--- src/rtl/univ_shift_reg.sv ---
// Universal shift register: hold / shift left / shift right / parallel load,
// plus a counted burst engine that shifts len bits and then pulses done.
module univ_shift_reg #(
    parameter int                 WIDTH   = 8,
    parameter int                 CNT_W   = 4,
    parameter logic [WIDTH-1:0]   RST_VAL = '0
) (
    input  logic             clk,
    input  logic             rst,
    input  logic             en,
    input  logic [1:0]       mode,
    input  logic             sin,
    input  logic [WIDTH-1:0] pdin,
    input  logic             start,
    input  logic             dir,
    input  logic [CNT_W-1:0] len,
    output logic [WIDTH-1:0] q,
    output logic             sout_msb,
    output logic             sout_lsb,
    output logic             busy,
    output logic             done
);

    typedef enum logic [1:0] {
        MODE_HOLD = 2'b00,
        MODE_SHL  = 2'b01,
        MODE_SHR  = 2'b10,
        MODE_LOAD = 2'b11
    } mode_e;

    typedef enum logic [1:0] {
        ST_IDLE  = 2'b00,
        ST_SHIFT = 2'b01,
        ST_DONE  = 2'b10
    } state_e;

    state_e             state, state_n;
    logic [WIDTH-1:0]   q_n;
    logic [CNT_W-1:0]   cnt, cnt_n;
    logic               dir_r, dir_n;
    logic [WIDTH-1:0]   shl_val, shr_val;

    // Serial taps come straight from the register, no extra flops.
    assign sout_msb = q[WIDTH-1];
    assign sout_lsb = q[0];

    assign shl_val = {q[WIDTH-2:0], sin};
    assign shr_val = {sin, q[WIDTH-1:1]};

    // Next-state, next-data and next-count selection for the burst FSM and direct modes.
    always_comb begin
        // NOTE: every variable gets a default first so no path leaves it unassigned
        // (which would infer a latch); combinational logic uses blocking '='.
        state_n = state;
        q_n     = q;
        cnt_n   = cnt;
        dir_n   = dir_r;
        case (state)
            ST_IDLE: begin
                if (start) begin
                    // Burst request wins over the direct mode; q is untouched this edge.
                    if (len != '0) begin
                        state_n = ST_SHIFT;
                        cnt_n   = len;
                        dir_n   = dir;
                    end else begin
                        state_n = ST_DONE;
                    end
                end else if (en) begin
                    case (mode_e'(mode))
                        MODE_SHL:  q_n = shl_val;
                        MODE_SHR:  q_n = shr_val;
                        MODE_LOAD: q_n = pdin;
                        default:   q_n = q;
                    endcase
                end
            end
            ST_SHIFT: begin
                // en=0 stalls the burst completely; mode/start/dir/len are ignored here.
                if (en) begin
                    q_n   = dir_r ? shr_val : shl_val;
                    cnt_n = cnt - CNT_W'(1);
                    if (cnt == CNT_W'(1)) begin
                        state_n = ST_DONE;
                    end
                end
            end
            ST_DONE: begin
                state_n = ST_IDLE;
            end
            default: begin
                state_n = ST_IDLE;
            end
        endcase
    end

    // State, data and status registers; busy/done are registered decodes of the next state.
    always_ff @(posedge clk) begin
        // NOTE: sequential state uses non-blocking '<=' so all flops update from
        // pre-edge values; the reset is synchronous and sampled on the clock edge.
        if (!rst) begin
            state <= ST_IDLE;
            q     <= RST_VAL;
            cnt   <= '0;
            dir_r <= 1'b0;
            busy  <= 1'b0;
            done  <= 1'b0;
        end else begin
            state <= state_n;
            q     <= q_n;
            cnt   <= cnt_n;
            dir_r <= dir_n;
            busy  <= (state_n == ST_SHIFT);
            done  <= (state_n == ST_DONE);
        end
    end

endmodule

--- config.mk ---
export PLATFORM = sky130hd
export DESIGN_NAME = univ_shift_reg
export DESIGN_NICKNAME = d
export VERILOG_FILES = /design/src/rtl/univ_shift_reg.sv
export SDC_FILE = /design/constraint.sdc
export NUM_CORES = 1
export LEC_CHECK = 0
export CAP_MARGIN = 20
export CORE_MARGIN = 8
export CORE_UTILIZATION = 30
export CTS_BUF_LIST = sky130_fd_sc_hd__clkbuf_4
export DETAILED_ROUTE_END_ITERATION = 8
export PLACE_DENSITY_LB_ADDON = 0.1
export SETUP_SLACK_MARGIN = 0.3
export SYNTH_ARGS = -nofsm -noshare
export SYNTH_HDL_FRONTEND = slang
export SYNTH_SLANG_ARGS = --single-unit
export TNS_END_PERCENT = 10
--- constraint.sdc ---
create_clock -name clk -period 2.6 [get_ports clk]
set_input_delay 0.39 -clock clk [delete_from_list [all_inputs] [get_ports clk]]
set_output_delay 0.39 -clock clk [all_outputs]
set_load 0.01 [all_outputs]
# Word level (Yosys, flattened, before mapping)
# Cells that the tools add are included.
# Widths: inputs -> output; s select.
[word_totals] register_bits=17 elab_cells=41
[classes] reduce_logical=6 mux=15 add_sub_neg=1 n_eq_ne=13
[ops] cell="$mux 8" n=4
[ops] cell="$pmux 8 s3" n=1
[ops] cell="$pmux 8 s2" n=1
[ops] cell="$mux 4" n=3
[ops] cell="$ne 2x2->1 const B" n=5
[ops] cell="$mux 2" n=4
[ops] cell="$pmux 4 s2" n=1
[ops] cell="$eq 2x1->1 const B" n=3
[ops] cell="$eq 2x2->1 const B" n=3
[ops] cell="$reduce_and 5->1" n=1
[ops] cell="$eq 4x1->1 const B" n=1
[ops] cell="$ne 4x1->1 const B" n=1
[ops] cell="$pmux 2 s2" n=1
[ops] cell="$reduce_and 4->1" n=1
[ops] cell="$reduce_bool 4->1" n=1
[ops] cell="$sub 4x1->4 const B" n=1
[ops] cell="$reduce_and 3->1" n=1
[ops] cell="$logic_not 2->1" n=1
[ops] cell="$reduce_bool 2->1" n=1

# Logic depth before layout (Yosys ltp)
# Gate-level depths: netlist (run 1).
[depth] depth_word=5 depth_mapped=6

# Worst setup path before layout (run 1)
# OpenSTA, ideal clock, no wires.
[synth_path] kind="register to register" from="reg state[0]" to="reg cnt[0]" setup_slack_ns=1.236 required_time_ns=2.478 synth_period_minus_slack_ns=1.364 t_arrival_ns=1.242 stages_incl_launch_ff=5 path_buffers=1 setup_time_ns=0.122 path_cell_list="dfxtp_1 buf_6 nand2b_4 o32a_4 o311a_1"
[synth_via] elab_chain_len=3
[synth_lines] item="from (decl)" line="37" rtl="state_e state, state_n;"
[synth_lines] item="from (signal assigned)" line="109" rtl="state <= state_n;"
[synth_lines] item="$eq 2x1->1 or $logic_not 2->1 (tied branches)" line="58" rtl="case (state)"
[synth_lines] item="$ne 2x2->1 (no source line) or $reduce_bool 2->1 (tied branches)"
[synth_lines] item="$reduce_and 4->1 (no source line)"
[synth_lines] item="to (signal assigned)" line="111" rtl="cnt <= cnt_n;"
[synth_lines] item="to (decl)" line="39" rtl="logic [CNT_W-1:0] cnt, cnt_n;"
# Parallel ways exist; a longest one is shown, timed or not.
# A chain may end at the register's enable or synchronous reset.

# Worst setup path after layout (run 1)
[layout_path] from="reg state[0]" to="reg q[1]"
[layout_via] elab_chain_len=3
[layout_lines] item="$logic_not 2->1 or $eq 2x1->1 (tied branches)" line="58"
[layout_lines] item="$ne 4x1->1 (no source line), or another cell as far along"
[layout_lines] item="$reduce_and 5->1 (no source line)"
[layout_lines] item="to (signal assigned)" line="110" rtl="q <= q_n;"
[layout_lines] item="to (decl)" line="17" rtl="output logic [WIDTH-1:0] q,"
# Parallel ways exist; a longest one is shown, timed or not.

==> implementation parameters, run 1 <==
Parameter                              Value

Setup path
  Data required time of the critical path ... 2.79 ns
  Worst reg2reg endpoint ... q[1]
  Type of the setup path with the least slack ... reg -> reg
  Endpoint type of the worst setup path ... flip-flop
  Count of cells along the worst register-to-register path ... 4
  Launching element type of the critical path ... flip-flop
  Data arrival time at the worst-slack endpoint ... 1.89 ns
  Reg2Reg Launch Point ... state[0]
  Setup slack of the worst register-to-register path ... 0.90 ns
  Max Fanout on Critical Path ... 12

Finish
  Number of diodes added for antenna fixing ... 0
  Leading cell type in the layout, fill and taps excluded ... sky130_fd_sc_hd__clkdlybuf4s50_1
  Most frequent cells in the layout ... sky130_fd_sc_hd__clkdlybuf4s50_1 (31), sky130_fd_sc_hd__dfxtp_1 (17), sky130_fd_sc_hd__a21oi_1 (13), sky130_fd_sc_hd__nand2_1 (13), sky130_fd_sc_hd__o21ai_0 (8)
  Post-route insts no fill ... 184
  Share of cells above drive strength 1 ... 0.07857
  NumNets Final ... between 150 and 200
  Area growth from synthesis to final layout ... 35.58%

Logic synthesis
  Post-Synthesis Cell Area ... slightly below 0.001 mm^2
  Share of synthesized cell area in full adder, half adder and majority cells ... 0.02597
  Yosys reg bits ... 17
  Net count of the mapped netlist ... 133
  Area fraction of the dominant cell type after synthesis ... 0.3532
  Simple-gate share of the synthesized area ... 0.2208
  Largest area contributor in the synthesized netlist ... sky130_fd_sc_hd__dfxtp_1
  Synthesis Warnings ... 0
  XOR/XNOR share of the synthesized area ... 0
  Leading post-synthesis cells by cell area ... sky130_fd_sc_hd__dfxtp_1 (35%), sky130_fd_sc_hd__a21oi_1 (6.8%), sky130_fd_sc_hd__a221oi_1 (6.4%), sky130_fd_sc_hd__nand2_1 (5.1%), sky130_fd_sc_hd__o21ai_0 (4.2%)
  Post-synthesis cell type count ... 32
  Combinational family with the most area after synthesis ... compound AO/OA/AOI/OAI gates
  Sequential element share of the synthesized area ... 0.3532
  Multiplexer share of the synthesized area ... 0.01039
  Post-Syn Area per Cell ... 8.679 um^2
  Area fraction in compound gates after synthesis ... 0.3156
  Number of cells produced by synthesis ... 111

Floorplanning
  Die height ... between 70 and 80 um
  Initial standard-cell utilization of the core ... 0.3156
  Die Wd ... 72.67 um
  Number of top-level pins ... 32
  Placement row count ... 20
  CORE AREA ... about 0.003 mm^2
  Die outline area ... around 0.0053 mm^2

Hold path
  Hold Crit Endpoint ... cnt[3]
  Class of the tightest hold or removal check ... reg -> reg
  Worst Hold Launch ... cnt[3]
  Hold Path Stages ... 2

Clock tree
  Number of buffers inserted by hold repair at cts ... 0
  H-tree depth ... 1
  TritonCTS clock tree ... yes
  Worst-Skew Late Latency ... 0.30 ns
  Number of buffers created by CTS ... 3
  CTS Root Cell ... sky130_fd_sc_hd__clkbuf_4
  Total setup buffers inserted after CTS ... 0
  # clock sinks ... 17
  Clock edge transition at the registers on the reported setup and hold paths ... 0.11 ns
  Max Root-Sink Buffers ... 2
  Post-CTS resize count ... 0

Route
  Routed length per instance ... 14.40 um
  Final routed DRC violation total ... 0
  Iteration-0 DRC count of the detailed router ... 44
  Total wirelength of the detailed-routed design ... 2650 um
  Count of antenna-violating nets left after detailed routing ... 0
  Detailed-route vias per instance ... 4.989
  Via total after detailed routing ... 918
  Pre-antenna DRT Iters ... 4

Global routing
  Largest net degree at the start of global routing ... 16
  Global route overflow ... 0
  Global-route wire length before repair ... 4388 um
  Total track usage ... 0.1046
  Number of global-route vias before repair ... 960
  Antenna violations before repair ... 0

Pwr
  Worst IR Drop VDD ... 214.5 uV
  Leakage dissipation ... 0.4864 nW
  PwrDens ... 503.2 mW/mm^2

Timing
  Final Setup Violations ... 0
  Unrepaired setup endpoints after global routing ... false
  Transition time at the pin with the least slew margin ... 0.6025 ns
  Post-layout min period ... 1.701 ns
  Final max-slew violation count ... 0
  Fmax achieved ... ~0.6 GHz
  Setup_tns ... 0 ns
  Relative slew margins ... 0.5956
  Clock Skews ... 0.007756 ns
  Final worst-path cycle share ... 0.6544
  Final count of hold timing violations ... 0

Placement
  Count of input and output buffers ... 31
  Placed instance count ... 180
  Sum of net half-perimeters after detailed placement ... 2013 um
  GP Congestion ... 0.7721

Outcome
  Run status ... finished clean

Job
  Number of maximum-capacitance violations ... 0
## synth_stat cells, drive strengths merged
library cell,n
o2bb2ai,1
o32a,1
o31a,1
nand3b,2
nand4,1
o32ai,1
nand2b,4
and3,1
nor4,1
o41ai,1
a21boi,1
clkbuf,1
nand2,13
nor3,1
o311a,2
dfxtp,17
o21ai,11
inv,5
buf,5
o311ai,1
o211a,1
or3,2
a21oi,13
nor2,6
mux2i,1
ha,2
nand3,3
a221oi,7
nor2b,5
## cells by family (layout without fill, tap and decap cells)
kind of cell | after synthesis | count (layout)
buffers and inverters | 11 | 40
adder cells (fa/ha/maj) | 2 | 2
AND/OR/NAND/NOR | 39 | 39
flip-flops | 17 | 17
AO/OA/AOI/OAI | 41 | 41
multiplexers | 1 | 1
## worst max-delay path: stages (launching register included)
cell and delay [ns]:
sky130_fd_sc_hd__dfxtp_1 0.58, sky130_fd_sc_hd__nand2b_1 0.31, sky130_fd_sc_hd__a21boi_2 0.40, sky130_fd_sc_hd__nor2b_1 0.21, sky130_fd_sc_hd__o41ai_2 0.09
## metal layers
layer  vias to the layer above  global-route usage  share of wire
li1                        469                   -              -
met1                       422              0.1188           0.46
met2                        25              0.1660           0.45
met3                         2             0.05495          0.086
met4                         0             0.02889         0.0060
met5                         -                   0              0
## registers in the layout (all words and copies together) (netlist names)
| register | flops |
|---|---|
| state | 2 |
| busy | 1 |
| q | 8 |
| cnt | 4 |
| done | 1 |
| dir_r | 1 |
## worst max path at each step
| stage | start | endpoint | slack [ns] | cells after the start |
|---|---|---|---|---|
| 2_1_floorplan | state[0] | cnt[0] | 1.24 | 4 |
| 3_3_place_gp | mode[1] | q[1] | 0.60 | 5 |
| 3_5_place_dp | mode[0] | q[1] | 0.60 | 5 |
| 4_1_cts | state[0] | q[1] | 0.87 | 4 |
| 5_1_grt | state[0] | q[6] | 0.74 | 4 |
| 6_report | state[0] | q[1] | 0.90 | 4 |
## stage by stage
step           area, um^2  total power [mW]  hold WS, ns    util  worst slack, ns
2_1_floorplan       963.4            0.4237       0.4380       -            1.236
3_3_place_gp         1276            0.5028       0.4622  0.4180           0.5979
6_report             1306            0.6574       0.4848  0.4279           0.8986
3_5_place_dp         1276            0.5048       0.4780  0.4180           0.5970
5_1_grt              1306            0.7001       0.5013  0.4279           0.7416
4_1_cts              1306            0.6665       0.4909  0.4279           0.8703
## power breakdown
| group | internal, mW | switching, mW |
|---|---|---|
| registers | 0.284 | 0.0225 |
| logic | 0.0997 | 0.0916 |
| clock network | 0.0702 | 0.0897 |
| total | 0.454 | 0.204 |
## cell type report
| class | count | area (um^2) |
|---|---|---|
| Sequential cell | 17 | 340.3 |
| Clock buffer | 4 | 30.03 |
| Fill cell | 325 | 1747 |
| Timing Repair Buffer | 31 | 310.3 |
| Tap cell | 44 | 55.05 |
| Inverter | 5 | 18.77 |
| Multi-Input combinational cell | 83 | 551.8 |
Note: power is estimated with default switching activity, not from simulation.
==> run 2: changes to the inputs <==
==> constraint.sdc (replaced) <==
create_clock -name clk -period 1.4 [get_ports clk]
set_input_delay 0.21 -clock clk [delete_from_list [all_inputs] [get_ports clk]]
set_output_delay 0.21 -clock clk [all_outputs]
set_load 0.01 [all_outputs]
==> run 2 against run 1 <==
Compared with the run above:
- critical path depth shrank 1
- worst setup slack got worse by 0.87 ns
- clock skew fell by 0.0058 ns
- final cell count increased by 11%
- register-to-register slack worse by 0.87 ns
- clock-buffer cell count decreased by 1
- core utilization is 11 points higher
- sequential cell count is the same
- total power is 100% higher
- non-clock buffer count grew 20
- largest cell class unchanged
- largest power group unchanged
==> implementation parameters, run 2 (synthesis gave the netlist of run 1 again) <==
Parameter                              Value

Outcome
  Run status ... finished clean (unchanged)

Timing
  Relative slew margins ... 0.7693 (was 0.5956)
  Clock Skews ... 0.001939 ns (was 0.007756 ns)
  Final count of hold timing violations ... 0 (unchanged)
  Post-layout min period ... 1.374 ns (was 1.701 ns)
  Setup_tns ... 0 ns (unchanged)
  Transition time at the pin with the least slew margin ... 0.3452 ns (was 0.6025 ns)
  Final Setup Violations ... 0 (unchanged)
  Unrepaired setup endpoints after global routing ... true (was false)
  Final max-slew violation count ... 0 (unchanged)
  Fmax achieved ... 0.7280 GHz (was 0.5878 GHz)
  Final worst-path cycle share ... 0.9811 (was 0.6544)

Route
  Count of antenna-violating nets left after detailed routing ... 0 (unchanged)
  Routed length per instance ... 14.70 um (was 14.40 um)
  Final routed DRC violation total ... 0 (unchanged)
  Iteration-0 DRC count of the detailed router ... 51 (was 44)
  Detailed-route vias per instance ... 5.010 (was 4.989)
  Pre-antenna DRT Iters ... 4 (unchanged)
  Total wirelength of the detailed-routed design ... 2999 um (was 2650 um)
  Via total after detailed routing ... 1022 (was 918)

Global routing
  GRT busiest layer ... met2 (unchanged)
  Global routing met2 resource utilization ... 0.1849 (was 0.1660)
  Global route overflow ... 0 (unchanged)
  Antenna violations before repair ... 0 (unchanged)
  Met1 usage ... 0.1255 (was 0.1188)
  Largest net degree at the start of global routing ... 11 (was 16)
  M3 GR Usage ... 0.05082 (was 0.05495)
  Total track usage ... 0.1118 (was 0.1046)
  Global-route wire length before repair ... 4685 um (was 4388 um)
  Number of global-route vias before repair ... 1070 (was 960)

Hold path
  Hold Path Stages ... 3 (was 2)
  Worst Hold Launch ... en (was cnt[3])
  Hold Crit Endpoint ... state[1] (was cnt[3])
  Class of the tightest hold or removal check ... in -> reg (was reg -> reg)

Setup path
  Critical Path Max Stage Delay ... 0.42 ns (was 0.58 ns)
  Worst reg2reg endpoint ... cnt[0] (was q[1])
  Endpoint type of the worst setup path ... flip-flop (unchanged)
  Count of buffering cells on the critical path with inverters included ... 1 (was 0)
  Data required time of the critical path ... 1.59 ns (was 2.79 ns)
  Reg2Reg Launch Point ... state[1] (was state[0])
  Type of the setup path with the least slack ... reg -> reg (unchanged)
  Launching element type of the critical path ... flip-flop (unchanged)
  Worst setup path startpoint ... state[1] (was state[0])
  Cell type group with the largest total delay on the critical path ... compound AO/OA/AOI/OAI gates (was flip-flops)
  Data arrival time at the worst-slack endpoint ... 1.56 ns (was 1.89 ns)
  Cell at the slowest stage of the critical path ... sky130_fd_sc_hd__o32a_4 (was sky130_fd_sc_hd__dfxtp_1)
  Count of cells along the worst register-to-register path ... 3 (was 4)
  Setup slack of the worst register-to-register path ... 0.03 ns (was 0.90 ns)
  Crit-path cells ... buf_4 > o32a_4 > o311a_1 (was nand2b_1 > a21boi_2 > nor2b_1 > o41ai_2)
  Max Fanout on Critical Path ... 8 (was 12)

Clock tree
  Clock edge transition at the registers on the reported setup and hold paths ... 0.10 ns (was 0.11 ns)
  # clock sinks ... 17 (unchanged)
  TritonCTS clock tree ... yes (unchanged)
  Max Root-Sink Buffers ... 2 (unchanged)
  CTS Root Cell ... sky130_fd_sc_hd__clkbuf_4 (unchanged)
  H-tree depth ... 1 (unchanged)
  Number of buffers created by CTS ... 3 (unchanged)
  Worst-Skew Late Latency ... 0.29 ns (was 0.30 ns)

Finish
  Most frequent cells in the layout ... sky130_fd_sc_hd__buf_4 (15), sky130_fd_sc_hd__nand2_1 (13), sky130_fd_sc_hd__clkdlybuf4s50_1 (12), sky130_fd_sc_hd__clkbuf_2 (10), sky130_fd_sc_hd__a21oi_1 (9) (was sky130_fd_sc_hd__clkdlybuf4s50_1 (31), sky130_fd_sc_hd__dfxtp_1 (17), sky130_fd_sc_hd__a21oi_1 (13), sky130_fd_sc_hd__nand2_1 (13), sky130_fd_sc_hd__o21ai_0 (8))
  NumNets Final ... 183 (was 163)
  Register ranked first by flip-flop count ... q (unchanged)
  Leading cell type in the layout, fill and taps excluded ... sky130_fd_sc_hd__buf_4 (was sky130_fd_sc_hd__clkdlybuf4s50_1)
  Post-layout utilization of the core ... 0.5373 (was 0.4279)
  Number of diodes added for antenna fixing ... 0 (unchanged)
  Post-route insts no fill ... 204 (was 184)
  Area growth from synthesis to final layout ... 70.26% (was 35.58%)
  Biggest regs ... q x8, cnt x4, state x2 (unchanged)
  Flip-flop count of the largest register after layout ... 8 (unchanged)
  Share of cells above drive strength 1 ... 0.4813 (was 0.07857)

Placement
  Count of input and output buffers ... 31 (unchanged)
  GP Congestion ... 0.8236 (was 0.7721)
  Placed instance count ... 198 (was 180)
  Sum of net half-perimeters after detailed placement ... 2219 um (was 2013 um)

Pwr
  PwrDens ... 815.6 mW/mm^2 (was 503.2 mW/mm^2)
  Leakage dissipation ... 0.7390 nW (was 0.4864 nW)
  Worst IR Drop VDD ... 482.8 uV (was 214.5 uV)

Floorplanning
  Die Wd ... 72.67 um (unchanged)
  Die outline area ... 0.005281 mm^2 (unchanged)
  Placement row count ... 20 (unchanged)
  CORE AREA ... 0.003053 mm^2 (unchanged)
  Initial standard-cell utilization of the core ... 0.3156 (unchanged)
  Number of top-level pins ... 32 (unchanged)
  Die height ... 72.67 um (unchanged)

Job
  Number of maximum-capacitance violations ... 0 (unchanged)
run 2: changes by cell type in the layout (fill, tap and decap cells not counted), moves of 5 or more:
cell / before / now
sky130_fd_sc_hd__clkdlybuf4s50_1: 31 / 12
sky130_fd_sc_hd__buf_4: 0 / 15
sky130_fd_sc_hd__dfxtp_1: 17 / 6
sky130_fd_sc_hd__clkbuf_2: 0 / 10
sky130_fd_sc_hd__dlymetal6s2s_1: 0 / 8
sky130_fd_sc_hd__dfxtp_2: 0 / 6
sky130_fd_sc_hd__o21ai_2: 0 / 6
sky130_fd_sc_hd__dfxtp_4: 0 / 5
sky130_fd_sc_hd__o21ai_0: 8 / 3
run 2: what timing repair did:
item,in CTS,in global routing
resized for setup,29,68
setup buffers,0,2
pin swaps,2,11
setup endpoints to repair,29,29
hold buffers,0,0
run 2: worst max-delay path by stage:
stage,slack (ns),cells past startpoint,end
after floorplan,0.04,4,cnt[0]
after global placement,-0.41,5,q[0]
after detailed placement,-0.39,5,q[0]
after CTS,0.04,4,cnt[3]
after global routing,-0.01,4,q[1]
final,0.03,3,cnt[0]
run 2: per-layer routing:
| layer | vias to the layer above | share of wire |
|---|---|---|
| li1 | 513 | - |
| met1 | 478 | 0.45 |
| met2 | 29 | 0.48 |
| met3 | 2 | 0.068 |
| met4 | 0 | 0.0043 |
| met5 | - | 0 |
run 2: area by class of cell:
type / instances / area (um^2)
fill: 309 / 1413
multi-input combinational: 83 / 714.4
timing repair buffer: 51 / 457.9
sequential: 17 / 366.6
tap: 44 / 55.05
clock buffer: 3 / 22.52
inverter: 5 / 18.77
clock inverter: 1 / 5.005
run 2: where the power goes:
group	total [mW]	leakage [nW]	internal, mW	switching, mW
sequential	0.574	0.146	0.530	0.0442
combinational	0.497	0.576	0.263	0.235
clock	0.266	0.0177	0.106	0.160
run 2: metrics by stage:
step | total power [mW] | hold WS (ns) | setup WS (ns) | area [um^2]
6_report | 1.338 | 0.3130 | 0.02641 | 1640
5_1_grt | 1.428 | 0.3181 | -0.01196 | 1640
4_1_cts | 1.274 | 0.4776 | 0.03976 | 1479
3_5_place_dp | 0.9944 | 0.4615 | -0.3911 | 1411
3_3_place_gp | 0.9905 | 0.4548 | -0.4097 | 1411
2_1_floorplan | 0.7870 | 0.3480 | 0.03627 | 963.4
run 2: worst min-delay path, cell delays in order:
cell and delay (ns):
sky130_fd_sc_hd__dlymetal6s2s_1 0.16, sky130_fd_sc_hd__nand4_1 0.13, sky130_fd_sc_hd__a21oi_1 0.07
